### src/rtl/keycode_evt_pkg.sv
// Shared types for the keycode event scheduler: event encodings, FSM states
// and the "no key" keycode.
package keycode_evt_pkg;

   typedef enum logic [1:0] {
      EV_NONE    = 2'b00,
      EV_PRESS   = 2'b01,
      EV_RELEASE = 2'b10,
      EV_REPEAT  = 2'b11
   } ev_type_t;

   typedef enum logic [1:0] {
      IDLE,
      DELAY,
      REPEAT,
      SWAP
   } state_t;

   localparam logic [7:0] KEY_NONE = 8'h00;

endpackage

### src/rtl/sync_fifo_fwft.sv
// First-word-fall-through FIFO; a push into a full FIFO with no same-cycle
// pop is dropped and latches the sticky overflow flag.
module sync_fifo_fwft #(
   parameter int WIDTH = 10,
   parameter int DEPTH = 4
) (
   input  logic             clk,
   input  logic             rst,
   input  logic             push,
   input  logic [WIDTH-1:0] push_data,
   output logic             out_valid,
   input  logic             out_ready,
   output logic [WIDTH-1:0] out_data,
   input  logic             clr_overflow,
   output logic             overflow
);

   localparam int AW = (DEPTH > 1) ? $clog2(DEPTH) : 1;
   localparam int CW = $clog2(DEPTH) + 1;

   logic [WIDTH-1:0] mem [DEPTH];
   logic [AW-1:0]    wr_ptr;
   logic [AW-1:0]    rd_ptr;
   logic [CW-1:0]    count;
   logic [WIDTH-1:0] last_q;
   logic             empty;
   logic             full;
   logic             pop;
   logic             wr_en;
   logic             drop;

   assign empty     = (count == '0);
   assign full      = (count == CW'(DEPTH));
   assign pop       = out_valid & out_ready;
   assign wr_en     = push & (~full | pop);
   assign drop      = push & full & ~pop;
   assign out_valid = ~empty;
   // When empty, keep presenting the most recently popped entry.
   assign out_data  = empty ? last_q : mem[rd_ptr];

   always_ff @(posedge clk) begin
      if (rst) begin
         wr_ptr   <= '0;
         rd_ptr   <= '0;
         count    <= '0;
         last_q   <= '0;
         overflow <= 1'b0;
      end else begin
         if (wr_en) begin
            mem[wr_ptr] <= push_data;
            wr_ptr      <= wr_ptr + 1'b1;
         end
         if (pop) begin
            last_q <= mem[rd_ptr];
            rd_ptr <= rd_ptr + 1'b1;
         end
         case ({wr_en, pop})
            2'b10:   count <= count + 1'b1;
            2'b01:   count <= count - 1'b1;
            default: count <= count;
         endcase
         if (drop)
            overflow <= 1'b1;
         else if (clr_overflow)
            overflow <= 1'b0;
      end
   end

endmodule

### src/rtl/keycode_event_scheduler.sv
// Turns the raw keycode level into debounced PRESS/RELEASE/REPEAT events,
// queued in a small FWFT FIFO for the game logic.
module keycode_event_scheduler
   import keycode_evt_pkg::*;
#(
   parameter int DEBOUNCE_CYC = 4,
   parameter int REPEAT_DELAY = 25000000,
   parameter int REPEAT_RATE  = 5000000,
   parameter int FIFO_DEPTH   = 4
) (
   input  logic       Clk,
   input  logic       Reset,
   input  logic [7:0] keycode,
   input  logic       enable,
   output logic       ev_valid,
   input  logic       ev_ready,
   output logic [7:0] ev_code,
   output logic [1:0] ev_type,
   output logic [7:0] cur_key,
   output logic       overflow,
   input  logic       clr_overflow,
   output state_t     dbg_state
);

   localparam int RPT_MAX = (REPEAT_DELAY > REPEAT_RATE) ? REPEAT_DELAY : REPEAT_RATE;
   localparam int RW      = (RPT_MAX > 1) ? $clog2(RPT_MAX) : 1;

   logic [7:0]    sample_q;
   logic [7:0]    cand_q;
   logic [7:0]    db_cnt;
   logic          accept;
   state_t        state;
   logic [RW-1:0] rpt_cnt;
   logic          push;
   ev_type_t      push_type;
   logic [7:0]    push_code;
   logic [9:0]    head;

   // A candidate held for DEBOUNCE_CYC samples that differs from cur_key is a new key level.
   assign accept = (db_cnt == 8'(DEBOUNCE_CYC)) && (cand_q != cur_key);

   always_comb begin
      push      = 1'b0;
      push_type = EV_NONE;
      push_code = KEY_NONE;
      if (enable) begin
         if (state == SWAP) begin
            // The pending PRESS goes out unless the key was already dropped again.
            if (!(accept && cand_q == KEY_NONE)) begin
               push      = 1'b1;
               push_type = EV_PRESS;
               push_code = accept ? cand_q : cur_key;
            end
         end else if (accept) begin
            push      = 1'b1;
            push_type = (cur_key == KEY_NONE) ? EV_PRESS : EV_RELEASE;
            push_code = (cur_key == KEY_NONE) ? cand_q : cur_key;
         end else if ((state == DELAY && rpt_cnt == RW'(REPEAT_DELAY - 1)) ||
                      (state == REPEAT && rpt_cnt == RW'(REPEAT_RATE - 1))) begin
            push      = 1'b1;
            push_type = EV_REPEAT;
            push_code = cur_key;
         end
      end
   end

   always_ff @(posedge Clk) begin
      if (Reset) begin
         sample_q <= KEY_NONE;
         cand_q   <= KEY_NONE;
         db_cnt   <= '0;
         cur_key  <= KEY_NONE;
         state    <= IDLE;
         rpt_cnt  <= '0;
      end else begin
         sample_q <= keycode;
         if (sample_q != cand_q) begin
            cand_q <= sample_q;
            db_cnt <= 8'd1;
         end else if (db_cnt < 8'(DEBOUNCE_CYC)) begin
            db_cnt <= db_cnt + 8'd1;
         end
         if (accept)
            cur_key <= cand_q;

         if (!enable) begin
            state   <= IDLE;
            rpt_cnt <= '0;
         end else if (state == SWAP || accept) begin
            rpt_cnt <= '0;
            if (accept && cand_q == KEY_NONE)
               state <= IDLE;
            else if (state == SWAP || cur_key == KEY_NONE)
               state <= DELAY;
            else
               state <= SWAP;
         end else begin
            case (state)
               DELAY: begin
                  if (rpt_cnt == RW'(REPEAT_DELAY - 1)) begin
                     rpt_cnt <= '0;
                     state   <= REPEAT;
                  end else begin
                     rpt_cnt <= rpt_cnt + 1'b1;
                  end
               end
               REPEAT: begin
                  if (rpt_cnt == RW'(REPEAT_RATE - 1))
                     rpt_cnt <= '0;
                  else
                     rpt_cnt <= rpt_cnt + 1'b1;
               end
               default: rpt_cnt <= '0;
            endcase
         end
      end
   end

   assign dbg_state = state;

   // Handshake: the head event transfers on a rising edge where ev_valid and ev_ready are both 1;
   // ev_valid never depends on ev_ready, and ev_code/ev_type stay stable while ev_valid=1 and ev_ready=0.
   sync_fifo_fwft #(
      .WIDTH(10),
      .DEPTH(FIFO_DEPTH)
   ) u_fifo (
      .clk          (Clk),
      .rst          (Reset),
      .push         (push),
      .push_data    ({push_type, push_code}),
      .out_valid    (ev_valid),
      .out_ready    (ev_ready),
      .out_data     (head),
      .clr_overflow (clr_overflow),
      .overflow     (overflow)
   );

   assign ev_type = head[9:8];
   assign ev_code = head[7:0];

endmodule
### config.mk
export PLATFORM = sky130hd
export DESIGN_NAME = keycode_event_scheduler
export DESIGN_NICKNAME = d
export VERILOG_FILES = /design/src/rtl/keycode_evt_pkg.sv /design/src/rtl/sync_fifo_fwft.sv /design/src/rtl/keycode_event_scheduler.sv
export SDC_FILE = /design/constraint.sdc
export NUM_CORES = 1
export LEC_CHECK = 0
export ABC_CLOCK_PERIOD_IN_PS = 6600
export BUFFER_PORTS_ARGS = -buffer_cell sky130_fd_sc_hd__buf_2
export CAP_MARGIN = 10
export CORE_ASPECT_RATIO = 1.5
export CORE_UTILIZATION = 50
export CTS_CLUSTER_DIAMETER = 150
export DETAILED_ROUTE_END_ITERATION = 8
export MAX_ROUTING_LAYER = met4
export PLACE_DENSITY = 0.72
export REMOVE_ABC_BUFFERS = 1
export SLEW_MARGIN = 20
export SYNTH_ARGS = -nofsm -noshare
export SYNTH_HDL_FRONTEND = slang
export SYNTH_SLANG_ARGS = --single-unit
### constraint.sdc
create_clock -name Clk -period 6.6 [get_ports Clk]
set_clock_uncertainty 0.05 [all_clocks]
set_input_delay 1.32 -clock Clk [delete_from_list [all_inputs] [get_ports Clk]]
set_output_delay 1.32 -clock Clk [all_outputs]
set_load 0.005 [all_outputs]
After elaboration in Yosys (flattened, before gate mapping):

Memory sizes are Yosys's and may differ from the RTL's. A register that Yosys moved wholly into a read port is not among the register bits.
Cells that the tools add are included.

* register bits: 77
* RAM bits: 40
* output and inout port bits: 22
* memories: 1

Memories
* u_fifo.mem: words 4, width 10, rd ports 1, clocked after Yosys merged registers in 1, wr ports 1, RTL line sync_fifo_fwft.sv:21 `logic [WIDTH-1:0] mem [DEPTH];`

* $add $sub $neg: 6
* magnitude comparators: 1
* equality and inequality tests: 11
* mux-type cells: 37
* bitwise logic cells: 9
* reduce and logical (&&, ||, !) cells: 19

Operator list (number)
* $mux W8: 7
* $mux W25: 2
* $pmux W25 S2: 1
* $add A25 B1 Y25 const B: 1
* $eq A25 B23 Y1 const B: 1
* $eq A25 B25 Y1 const B: 1
* $mux W2: 12
* $logic_not A8 Y1: 2
* $ne A8 B8 Y1: 2
* $mux W1: 13
* $mux W10: 1
* $reduce_bool A2 Y1: 5
* $add A8 B1 Y8 const B: 1
* $eq A8 B3 Y1 const B: 1
* $lt A8 B3 Y1 const B: 1
* $eq A2 B2 Y1 const B: 3
* $pmux W3 S2: 1
* $add A2 B1 Y2 const B: 2
* $and A1 B1 Y1: 4
* $eq A2 B1 Y1 const B: 2
* $logic_and A1 B1 Y1: 4
* $not A1 Y1: 4
* $reduce_or A2 Y1: 2
* $add A3 B1 Y3 const B: 1
* other kinds (7): 9

Logic depth before layout (Yosys ltp):

Gate-level depths: netlist (run 1).

* word-level depth: 11
* gate-level depth with buffers: 14
* depth with buffers taken out: 14

Hierarchy:

A second synthesis (run 1) with hierarchy kept.

* cells, all modules: 468
* area, all modules: 5221.3 um^2

Modules (own cells, without submodules)
* keycode_event_scheduler: times used 1, cells each 301, area an instance 2712.6 um^2, sequential area each 1181.1 um^2
* sync_fifo_fwft: times used 1, cells each 167, area an instance 2508.7 um^2, sequential area each 1601.5 um^2

Worst setup path before layout (run 1):

OpenSTA, ideal clock, no wires.

* path type: input to register
* start: input ev_ready
* end: register u_fifo.count[2]
* setup time: 72 ps
* arrival time: 3356 ps
* data required time: 6478 ps
* setup slack: 3122 ps
* stages on the path: 9
* cells stage by stage: or4b_2 > nor2b_4 > inv_4 > ha_1 > inv_1 > fa_1 > xor2_1 > or3_1 > a21oi_1

* cells in the longest elaborated chain, start to end: 5

Ends and longest elaborated chain
* start: declaration: RTL line keycode_event_scheduler.sv:16 `input logic ev_ready,`
* $and A1 B1 Y1 *: RTL line sync_fifo_fwft.sv:34 `assign pop = out_valid & out_ready;`
* $or A1 B1 Y1: RTL line sync_fifo_fwft.sv:35 `assign wr_en = push & (~full | pop);`
* $and A1 B1 Y1: RTL line sync_fifo_fwft.sv:35
* $eq A2 B1 Y1 or $eq A2 B2 Y1 (tied branches): RTL line sync_fifo_fwft.sv:57 `case ({wr_en, pop})`
* $pmux W3 S2 or $reduce_bool A2 Y1 (tied branches)
* end signal: assignment: RTL line sync_fifo_fwft.sv:58 `2'b10: count <= count + 1'b1;`
* end signal: assignment: RTL line sync_fifo_fwft.sv:59 `2'b01: count <= count - 1'b1;`
* end signal: assignment: RTL line sync_fifo_fwft.sv:60 `default: count <= count;`
* end: declaration: RTL line sync_fifo_fwft.sv:24 `logic [CW-1:0] count;`

Every way passes the cells marked *; elsewhere a longest branch is shown, timed or not.
A chain may end at the register's enable or synchronous reset.

==> metrics list, run 1 <==
- Setup violations remaining at the end of the flow were counted as 0.
- Deepest level of the CTS H-tree: 4
* Element type at the critical path start: flip-flop
* Area of the core region: 0.01013 mm²
- Signed area change from the synthesized netlist to the final layout: 16.57%
- The number of different library cells used by synthesis comes to 50.
* Final total power: roughly 1700 µW
- For the pin with the worst max-slew slack, the measured transition is 1.050 ns.
* Period Utilization, post-route: 53.72%
- Inserted Clock Buffers: 17
- Simple-gate share of the synthesized area: 19.47%
- After synthesis, the largest family of logic cells by area is simple AND/OR/NAND/NOR gates.
- By area the synthesized netlist is led by sky130_fd_sc_hd__dfxtp_1 30%, sky130_fd_sc_hd__edfxtp_1 23%, sky130_fd_sc_hd__xnor2_1 4.4%.
* Hold bufs inserted after CTS: 0
- Global placement routability congestion: around 0.86
* Top-level I/O count: 35
- For this run, the post-layout net count is around 540.
- Count of placed standard cells in the final layout, fillers left out: 642
- Number of search-and-repair iterations in the first detailed-routing pass: 5
- In the routed design, unresolved DRC markers number 0.
- The number of global-route vias before repair is 3614.
* Max Fclk: about 280 MHz
- Cell Count Post-Placement: 609
- The critical path is of the reg2out type.
- Final count of hold timing violations: 0
- The initial utilization of the core area, before any placement, comes to roughly 52%.
- Clock latency on the worst-skew pair: 0.42 ns
- The synthesized design spends more area on one cell type than any other, namely sky130_fd_sc_hd__dfxtp_1.
- Post-synthesis area per instance: 11.04 µm²
- Detailed Route WL: between 10000 and 15000 µm
* Clock transition at the registers of the reported paths: 0.05 ns
* Clock tree from TritonCTS: yes
* Number of setup buffers added after CTS: 0
* Placed Area: about 0.0055 mm²
* Final ANT Viol Nets: 0
- Setup repair after global routing left no endpoint under its margin.
* Most common library cell in the layout ignoring fill and taps: sky130_fd_sc_hd__dfxtp_1
- Routed length per instance: ~16 µm
- Cells fill about three fifths of the core in the end.
* Post-route cell area: between 0.006 and 0.007 mm²
- Measured against its own limit, the worst slew margin works out to just under 30%.
* Maximum ir drop on the vdd rail: ~0.18 mV
- STA classifies the critical path endpoint as a primary output.
- The synthesized design contains 40 enable-type register cells.
- In this run the tool buffered the top-level ports with 34 buffer cells.
- At the worst endpoint, the required time is about 5.2 ns.
- HP Class: reg2reg
- CP max FO: 10
* Top cell type's share of synthesized area: approximately 30%
* Post-cts repair resize count: 0
- Summing the areas of all compound-gate instances in the mapped netlist gives under 10% of the synthesized area.
- The final route contains 3534 vias.
- Global routing used between 20% and 30% of the available tracks.
- Number of max-cap violations: 0
- The first global-routing pass estimated about 17000 µm of wire.
* Num Clock Sinks: about 120
- Number of vias per cell: between 5 and 6
* Buffer type at the clock tree root: sky130_fd_sc_hd__clkbuf_16
- The library cells used most frequently in the layout, excluding fill and tap cells, are 79 x sky130_fd_sc_hd__dfxtp_1, 51 x sky130_fd_sc_hd__nor2_1, 42 x sky130_fd_sc_hd__nand2_1.
- Max clock buf depth: 2
- Leftover overflow at the end of global routing: 0
- Fraction of final layout cells sized beyond drive strength 1: between 10% and 20%
* Yosys warns: 0
* Number of antenna violations at the first check in global routing: 1
* Post-synthesis async set-or-reset flop share: 0%
- Multiplexer fraction of the synthesized cell area: a little under 9%
- Die height: 127.2 µm
- Dividing total power by cell area gives a power density of 282.2 mW/mm².
- The run finished with clean final reports.
* Die Width: around 85 µm
* Adder-cell share of the synthesized area: under 10%
* Setup TNS: 0 ns
* Top flip-flop cell by instance count after synthesis: sky130_fd_sc_hd__dfxtp_1
* #FFs+latches synth: 119
- Data arrives at the worst endpoint at between 2 and 2.5 ns.
* Post-Synth XOR/XNOR Area: ~7.4%
* Leakage component of the power: slightly above 0.002 µW
* Pin count of the biggest net entering global routing: 37
- The max-slew violation count was 0.
* Floorplan die area: between 0.01 and 0.015 mm²
- 1st-iter DRT viols: 252
* Mapped cell area: 0.005224 mm²
- Shortest period the worst path allows: around 3.5 ns
- Number of placement rows: 45
* Post-synthesis cell count: 473
- Sequential fraction of the synthesis area: between 50% and 60%
- The HPWL after detailed placement is between 6000 and 7000 µm.
==> cell families after synthesis <==
group,Yosys count
xor+xnor,44
flops,119
buf+inv,32
compound gates,45
fa+ha+maj,12
simple gates,190
mux,31
==> layout make-up <==
| type | instances | area, µm² |
|---|---|---|
| clock buffers | 17 | 425.4 |
| repair buffers | 35 | 177.7 |
| well taps | 117 | 146.4 |
| inverters | 16 | 62.56 |
| flip-flops and latches | 119 | 2783 |
| fillers | 788 | 4045 |
| clock inverters | 15 | 178.9 |
| multi-input cells | 322 | 2313 |
| diodes | 1 | 2.502 |
==> cell usage after synthesis, drive strengths merged (3+ instances only) <==
master,instances
nor3b,4
nand3,15
o21ai,11
and2,6
nand2b,3
clkbuf,9
xor2,18
and4,4
or3,3
nor4b,7
a21oi,24
dfxtp,79
nor2,51
mux2i,10
nor2b,19
inv,16
mux2,11
nor3,9
nand4,12
mux4,10
edfxtp,40
buf,7
nand2,42
xnor2,26
ha,11
nor4,6
==> state kept, by name (all words and copies together), names as in the netlist, named ones only <==
signal,flops
u_fifo.rd_ptr,2
cur_key,8
rpt_cnt,25
u_fifo.last_q,10
u_fifo.count,3
u_fifo.wr_ptr,2
sample_q,8
dbg_state,2
u_fifo.mem,40
cand_q,8
db_cnt,8
u_fifo.overflow,1
==> power by group <==
part	total (µW)	internal [µW]	switching [µW]
sequential	763	758	5.48
combinational	28.1	12.9	15.2
clock	927	593	334
==> per-stage QoR <==
step / worst slack [ns] / hold slack, ns
2_1_floorplan: 3.125 / 0.3760
3_3_place_gp: 2.966 / 0.3883
3_5_place_dp: 2.918 / 0.3939
4_1_cts: 2.981 / 0.4016
5_1_grt: 2.888 / 0.4269
6_report: 3.055 / 0.4037
==> routing by layer <==
layer  part of all wire, %  vias up  wire (µm)  GRT usage, %
met1                    39     1695       3872         20.98
li1                      -     1754          -             -
met2                    55       70       5533         36.66
met5                     0        -          0             -
met3                   4.0       15        400         5.620
met4                   1.9        0        195         10.49
==> worst max-delay path, stage by stage (launching register included) <==
cell and delay [ns]:
sky130_fd_sc_hd__dfxtp_1 0.74, sky130_fd_sc_hd__mux4_2 0.62, sky130_fd_sc_hd__mux2_2 0.28, sky130_fd_sc_hd__buf_2 0.12
==> final timing paths <==
check / startpoint / endpoint / slack (ns) / depth (start not counted)
worst min-delay path: u_fifo.last_q[9] / u_fifo.last_q[9] / 0.40 / 2
worst min register to register: u_fifo.last_q[9] / u_fifo.last_q[9] / 0.40 / 2
worst max register to register: cand_q[5] / u_fifo.count[2] / 3.34 / 12
worst max-delay path: flip-flop / ev_type[1] / 3.05 / 3
No activity file was read; power rests on OpenSTA's default activity.
==> inputs of run 2 (changes only) <==
ABC_CLOCK_PERIOD_IN_PS = 2800   (was 6600)
PLACE_DENSITY = 0.75   (was 0.72)
clock period = 2.8 ns   (was 6.6 ns; I/O delays follow)
==> run 2 against run 1 <==
  * The flow now finishes with violations (setup timing)
  * Power increased by 140%
  * Clock power increased by 140%
  * Hold slack got worse by 0.10 ns
  * Setup slack got worse by 3.1 ns
  * Register-to-register slack got worse by 3.4 ns
  * Final area increased by 11%
  * Combinational power increased to 2.9 times the previous value
  * Via count increased by 11%
  * Global-route usage increased by 2.4 points
  * First-iteration DRC count increased by 0.40%
  * Cell count increased by 10%
  * Sequential power increased by 140%
  * Largest power group unchanged
==> metrics list, run 2 (same netlist as run 1, synthesis figures left out) <==
- Result of the run: complete, but fails checks (was finished clean).
- The final reports fail on setup timing.
* Most flops, register: u_fifo.mem (unchanged)
- Kind of critical path: reg2reg (was reg2out)
- The setup TNS is -0.03417 ns (was 0 ns).
- Element type at the critical path start: flip-flop (unchanged)
- The count of hold buffers inserted by post-cts repair is 0 (unchanged).
* WL met3: 413 µm (was 400 µm)
- Area of the core region: 0.01013 mm² (unchanged)
- Shortest period the worst path allows: 2.834 ns
* 1st-iter DRT viols: 253 (was 252)
* Clock tree from TritonCTS: yes (unchanged)
- Max Fclk: about 350 MHz
- The class of the tightest hold or removal check was in2reg (was reg2reg).
* Number of antenna violations at the first check in global routing: 1 (unchanged)
- Global placement routability congestion: 0.8361 (was 0.8590)
- Setup slack of the critical path after layout: -0.03417 ns (was 3.055 ns)
* Routed length per instance: 17.06 µm (was 15.58 µm)
* Combinational group share of total power: 2.0% (was 1.6%)
- Sw Ratio: 19.86% (was 20.66%)
- The insertion delay of the later-clocked pin in the worst-skew pair was 0.42 ns (about the same).
- The power per cell area was 603.4 mW/mm² (was 282.2 mW/mm²).
- Deepest level of the CTS H-tree: 4 (unchanged)
- Floorplan die area: 0.01087 mm² (unchanged)
- The die extent in y came to 127.2 µm (unchanged).
* Least-Margin Pin Slew: 0.6388 ns (was 1.050 ns)
- The reported leakage power is 0.002443 µW (was 0.002053 µW).
* Setup violation total in the final timing report: 1 (was 0)
- Most common library cell in the layout ignoring fill and taps: sky130_fd_sc_hd__dfxtp_1 (unchanged)
- Final ANT Viol Nets: 0 (unchanged)
- The pre-CTS worst setup slack came to -0.1095 ns (was 2.918 ns).
- The maximum number of pins on one net before global-route repair is 30 (was 37).
* Drt drc: 0 (unchanged)
- The data required time at the worst endpoint was 3.10 ns (was 5.23 ns).
* Number of vias per cell: 5.544 (was 5.505)
- Part of the power in the clock network: 54.0% (about the same)
- Port bufs: 34 (unchanged)
- The part of the total power dissipated in sequential elements is 44.0% (was 44.4%).
- The number of top-level design ports came to 35 (unchanged).
* Number of global-route vias before repair: 3963 (was 3614)
- The internal power is 3270 µW (was 1363 µW).
- Clock transition at the registers of the reported paths: 0.06 ns (was 0.05 ns)
* Routed length on met2: 6708 µm (was 5533 µm)
* FF/Latch Area: 0.002789 mm² (was 0.002783 mm²)
* Fraction of final layout cells sized beyond drive strength 1: 31.64% (was 19.85%)
- The floorplan die width came to 85.46 µm (unchanged).
* Number of nets in the final layout: 603 (was 536)
- Top library cells by usage in the layout, fill and taps aside: 74 x sky130_fd_sc_hd__dfxtp_1, 64 x sky130_fd_sc_hd__buf_4, 50 x sky130_fd_sc_hd__nor2_1 (was 79 x sky130_fd_sc_hd__dfxtp_1, 51 x sky130_fd_sc_hd__nor2_1, 42 x sky130_fd_sc_hd__nand2_1).
- Detailed Route WL: 12100 µm (was 10000 µm)
* RSZ-0062 raised after global routing: yes (was no)
* Buffer type at the clock tree root: sky130_fd_sc_hd__clkbuf_16 (unchanged)
- Inserted Clock Buffers: 17 (unchanged)
- Total count of max-transition violations in the final report: 0 (unchanged)
- Hpwl dp: 7669 µm (was 6900 µm)
* CP max FO: 7 (was 10)
- Regs by FF count: u_fifo.mem (40), rpt_cnt (25), u_fifo.last_q (10) (unchanged)
- Num Clock Sinks: 119 (unchanged)
- The detailed-router iteration count before antenna repair is 4 (was 5).
- The area of combinational cells with multiple inputs was 0.002421 mm² (was 0.002313 mm²).
- The initial core utilization came to 51.54% (unchanged).
* Leftover overflow at the end of global routing: 0 (unchanged)
- Number of placement rows: 45 (unchanged)
- The largest voltage drop on the vdd net is 0.4253 mV (was 0.1786 mV).
- Count of vias placed by the detailed router: 3931 (was 3534)
- The number of flip-flops in the largest register came to 40 (unchanged).
- Final total power: 4081 µW (was 1719 µW)
- Metal1 wirelength: 4510 µm (was 3872 µm)
- The highest metal layer with signal wires is met4 (unchanged).
- The critical path arrival was 3.13 ns (was 2.18 ns).
- The first-pass GRT wire length came to 18560 µm (was 16770 µm).
* Period Utilization, post-route: 101.2%
- Switching Power: 810.4 µW (was 355.1 µW)
- The number of violations of the max-capacitance limit is 0 (unchanged).
- Fill cell instance count of the final layout: 712 (was 788)
- The maximum root-to-sink buffer count came to 2 (unchanged).
- The post-synthesis to final-layout area growth is 29.46% (was 16.57%).
- Worst slew margin relative to its limit: 57.08% (was 29.35%)
- Crit. End Element: flip-flop (was primary output)
- Overall global routing resource usage: 23.26% (was 20.82%)
- Final count of hold timing violations: 0 (unchanged)
run 2: worst paths after layout:
kind	startpoint	to	slack [ns]	cells past startpoint
max	rpt_cnt[12]	u_fifo.count[2]	-0.03	12
min	keycode[6]	sample_q[6]	0.30	2
max reg2reg	rpt_cnt[12]	u_fifo.count[2]	-0.03	12
min reg2reg	u_fifo.last_q[5]	u_fifo.last_q[5]	0.40	2
run 2: metrics by stage:
step / cells / utilization (%) / cell area, µm² / hold WS (ns)
after global routing: 709 / 66.73 / 6763 / 0.2914
after CTS: 703 / 65.19 / 6606 / 0.2833
after detailed placement: 659 / 57.80 / 5858 / 0.4013
after global placement: 659 / 57.80 / 5858 / 0.3893
after floorplan: 457 / - / 5159 / 0.3760
final: 709 / 66.73 / 6763 / 0.3009
run 2: routing by layer:
layer	track usage (%)	up-vias
met5	-	-
met1	22.82	1898
li1	-	1881
met2	41.22	115
met3	6.783	37
met4	11.86	0
run 2: critical path, stage by stage, from the launching register on:
cell and delay (ns):
sky130_fd_sc_hd__dfxtp_1 0.39, sky130_fd_sc_hd__nor4b_1 0.51, sky130_fd_sc_hd__nand4_1 0.24, sky130_fd_sc_hd__o32ai_4 0.22
sky130_fd_sc_hd__o311ai_4 0.16, sky130_fd_sc_hd__nor2b_4 0.17, sky130_fd_sc_hd__inv_4 0.05, sky130_fd_sc_hd__ha_4 0.16
sky130_fd_sc_hd__inv_1 0.07, sky130_fd_sc_hd__fa_2 0.19, sky130_fd_sc_hd__xor2_1 0.08, sky130_fd_sc_hd__or3_1 0.36
sky130_fd_sc_hd__a21oi_2 0.12
run 2: layout make-up:
class | count | area share (%)
multi-input combinational | 322 | 35.80
inverter | 16 | 0.9251
sequential | 119 | 41.24
clock inverter | 11 | 2.202
antenna | 1 | 0.03700
clock buffer | 21 | 6.809
timing repair buffer | 102 | 10.82
tap | 117 | 2.165
run 2: power by group through the flow:
stage / Clock [µW] / Combinational [µW] / Sequential [µW]
after floorplan: 0 / 37.6 / 1830
final: 2200 / 81.1 / 1800
after CTS: 2230 / 80.8 / 1800
after global routing: 2300 / 89.6 / 1800
after detailed placement: 0 / 79.9 / 1830
after global placement: 0 / 78.9 / 1830
run 2: repair_timing:
action | in CTS | in global routing
cloned | 0 | 3
endpoints found under the setup margin | 1 | 67
buffers inserted | 13 | 3
pin swaps | 6 | 9
gates resized for setup | 11 | 17
==> inputs of run 3 (changes only) <==
MAX_ROUTING_LAYER = unset   (was met4)
PLACE_DENSITY = unset   (was 0.75)
PLACE_DENSITY_LB_ADDON = 0.1   (was unset)
==> run 3 against run 2 <==
  * The run now ends clean
  * Combinational power is essentially flat
  * Critical path depth is the same
  * Clock power grew 12%
  * Final area shrank 1.9%
  * Count of clock-buffer cells in the layout shrank 4
  * Routed wire length shrank 9.8%
  * Hold slack lost 0.015 ns
  * Core utilization shrank 1.3 points
  * Critical endpoint unchanged
==> metrics list, run 3 (same netlist as run 1, synthesis figures left out) <==
- The remaining global-route overflow was 0 (unchanged).
* Hpwl dp: 7744 µm (was 7669 µm)
- The largest fanout of any net on the critical path came to 2 (was 7).
* Global placement routability congestion: 0.7648 (was 0.8361)
* Num Clock Sinks: 119 (unchanged)
* Data arrival time of the critical path: 3.05 ns (was 3.13 ns)
* Overall global routing resource usage: 22.03% (was 23.26%)
- Count of placed standard cells in the final layout, fillers left out: 701 (was 709)
- The maximum root-to-sink buffer count was 2 (unchanged).
- The number of violations of the max-capacitance limit was 0 (unchanged).
- Clock transition at the registers of the reported paths: 0.06 ns (about the same)
* Die height: 127.2 µm (unchanged)
* Worst slew margin relative to its limit: 57.55% (was 57.08%)
- Number of vias per cell: 5.432 (was 5.544)
- Number of global-route vias before repair: 3844 (was 3963)
* Effective utilization at floorplan: 51.54% (unchanged)
- Leakage component of the power: 0.002399 µW (was 0.002443 µW)
* Cell Count Post-Placement: 667 (was 659)
* Number of nets in the final layout: 595 (was 603)
* Final ANT Viol Nets: 0 (unchanged)
- The CTS tree is yes (unchanged).
- The total wirelength of the detailed-routed design is 10920 µm (was 12100 µm).
* Deepest level of the CTS H-tree: 4 (unchanged)
* WL met3: 298 µm (was 413 µm)
- Inserted Clock Buffers: 17 (unchanged)
- Pin count of the biggest net entering global routing: 26 (was 30)
- The final design area excluding fillers was 0.006634 mm² (was 0.006763 mm²).
- Period Utilization, post-route: 98.20% (was 101.2%)
- The post-synthesis to final-layout area growth is 26.99% (was 29.46%).
- Shortest period the worst path allows: 2.750 ns (was 2.834 ns)
- Final count of hold timing violations: 0 (unchanged)
* Floorplan die area: 0.01087 mm² (unchanged)
* Number of placement rows: 45 (unchanged)
- The largest voltage drop on the vdd net was 0.4666 mV (was 0.4253 mV).
- The pre-CTS worst setup slack came to -0.07428 ns (was -0.1095 ns).
- The total number of vias is 3808 (was 3931).
- The count of buffers inserted at the top-level ports is 34 (unchanged).
* Regs by FF count: u_fifo.mem (40), rpt_cnt (25), u_fifo.last_q (10) (unchanged)
* Clock latency on the worst-skew pair: 0.41 ns (was 0.42 ns)
- The core area is 0.01013 mm² (unchanged).
- The detailed-router iteration count before antenna repair is 4 (unchanged).
- RSZ-0062 raised after global routing: yes (unchanged)
- Buffer type at the clock tree root: sky130_fd_sc_hd__clkbuf_16 (unchanged)
- The number of DRC violations after detailed-routing iteration 0 came to 140 (was 253).
* Routed length per instance: 15.57 µm (was 17.06 µm)
- Result of the run: finished clean (was complete, but fails checks)
* Fraction of the core area covered by cells at the end of the flow: 65.46% (was 66.73%)
- The worst-margin pin slew is 0.6319 ns (was 0.6388 ns).
- The number of flip-flops in the largest register was 40 (unchanged).
- The top register by number of flip-flops was u_fifo.mem (unchanged).
- HP Class: in2reg (unchanged)
- Top library cells by usage in the layout, fill and taps aside: 75 x sky130_fd_sc_hd__dfxtp_1, 60 x sky130_fd_sc_hd__buf_4, 51 x sky130_fd_sc_hd__nor2_1 (was 74 x sky130_fd_sc_hd__dfxtp_1, 64 x sky130_fd_sc_hd__buf_4, 50 x sky130_fd_sc_hd__nor2_1)
- The fraction of final layout cells with drive strength greater than 1 came to 29.85% (was 31.64%).
* Highest routed metal layer: met4 (unchanged)
- Element type at the critical path start: flip-flop (unchanged)
- The highest attainable clock frequency came to 363.7 MHz (was 352.8 MHz).
* Placed Area: 0.005918 mm² (was 0.005858 mm²)
- Setup slack of the critical path after layout: 0.05046 ns (was -0.03417 ns)
- The critical path class is reg2reg (unchanged).
- The wire length on met2 came to 5990 µm (was 6708 µm).
- Total count of max-transition violations in the final report: 0 (unchanged)
* Most common library cell in the layout ignoring fill and taps: sky130_fd_sc_hd__dfxtp_1 (unchanged)
* First-pass GRT wire length: 18440 µm (was 18560 µm)
- Die Width: 85.46 µm (unchanged)
* Metal1 wirelength: 4363 µm (was 4510 µm)
* Top-level I/O count: 35 (unchanged)
* Drt drc: 0 (unchanged)
- The data required time at the worst endpoint was 3.10 ns (about the same).
- Number of antenna violations at the first check in global routing: 1 (unchanged)
- Crit. End Element: flip-flop (unchanged)
* Setup violation total in the final timing report: 0 (was 1)
- The power per cell area was 655.3 mW/mm² (was 603.4 mW/mm²).
run 3: final timing paths:
kind / start / to / slack [ns] / cells past startpoint
setup / recovery: db_cnt[4] / u_fifo.count[2] / 0.05 / 12
hold / removal: clr_overflow / u_fifo.overflow / 0.29 / 2
setup reg to reg: db_cnt[4] / u_fifo.count[2] / 0.05 / 12
hold reg to reg: u_fifo.last_q[0] / u_fifo.last_q[0] / 0.40 / 2
run 3: report_power, final:
group	switching (µW)	internal [µW]	leakage, µW	total (µW)
combinational	41.9	39.2	0.00115	81.1
clock	796	1670	0.000314	2470
sequential	11.0	1790	0.000932	1800
total	849	3500	0.00240	4350
run 3: metal layers:
layer | up-vias | track usage, %
met5 | - | 0
met4 | 0 | 9.608
met3 | 24 | 5.039
met2 | 65 | 40.47
met1 | 1853 | 23.90
li1 | 1866 | -
run 3: area by class of cell:
class / count / area (µm²)
fillers: 808 / 3501
flip-flops and latches: 119 / 2788
multi-input cells: 322 / 2340
repair buffers: 94 / 620.6
clock buffers: 17 / 425.4
clock inverters: 15 / 249.0
well taps: 117 / 146.4
inverters: 16 / 62.56
diodes: 1 / 2.502
run 3: worst max-delay path, cell delays in order (launching register included):
cell	delay, ns
sky130_fd_sc_hd__dfxtp_1	0.30
sky130_fd_sc_hd__or4_4	0.55
sky130_fd_sc_hd__nor3_4	0.16
sky130_fd_sc_hd__o2111ai_2	0.18
sky130_fd_sc_hd__o311ai_4	0.14
sky130_fd_sc_hd__nor2b_4	0.09
sky130_fd_sc_hd__inv_4	0.06
sky130_fd_sc_hd__ha_2	0.17
sky130_fd_sc_hd__inv_1	0.05
sky130_fd_sc_hd__fa_2	0.33
sky130_fd_sc_hd__xor2_1	0.15
sky130_fd_sc_hd__or3_1	0.33
sky130_fd_sc_hd__a21oi_2	0.13
run 3: through the flow:
| stage | hold WS, ns | setup TNS [ns] | total power (µW) |
|---|---|---|---|
| after floorplan | 0.3760 | -0.1147 | 1869 |
| after global placement | 0.3894 | -0.006559 | 1911 |
| after detailed placement | 0.3956 | -0.07428 | 1913 |
| after CTS | 0.2790 | 0 | 4378 |
| after global routing | 0.2968 | -0.1440 | 4469 |
| final | 0.2863 | 0 | 4347 |
run 3: timing repair:
action / in CTS / in global routing
setup endpoints to repair: 1 / 6
hold buffers: 0 / 0
pin swaps: 5 / 3
resized for setup: 5 / 6
setup buffers: 2 / 0
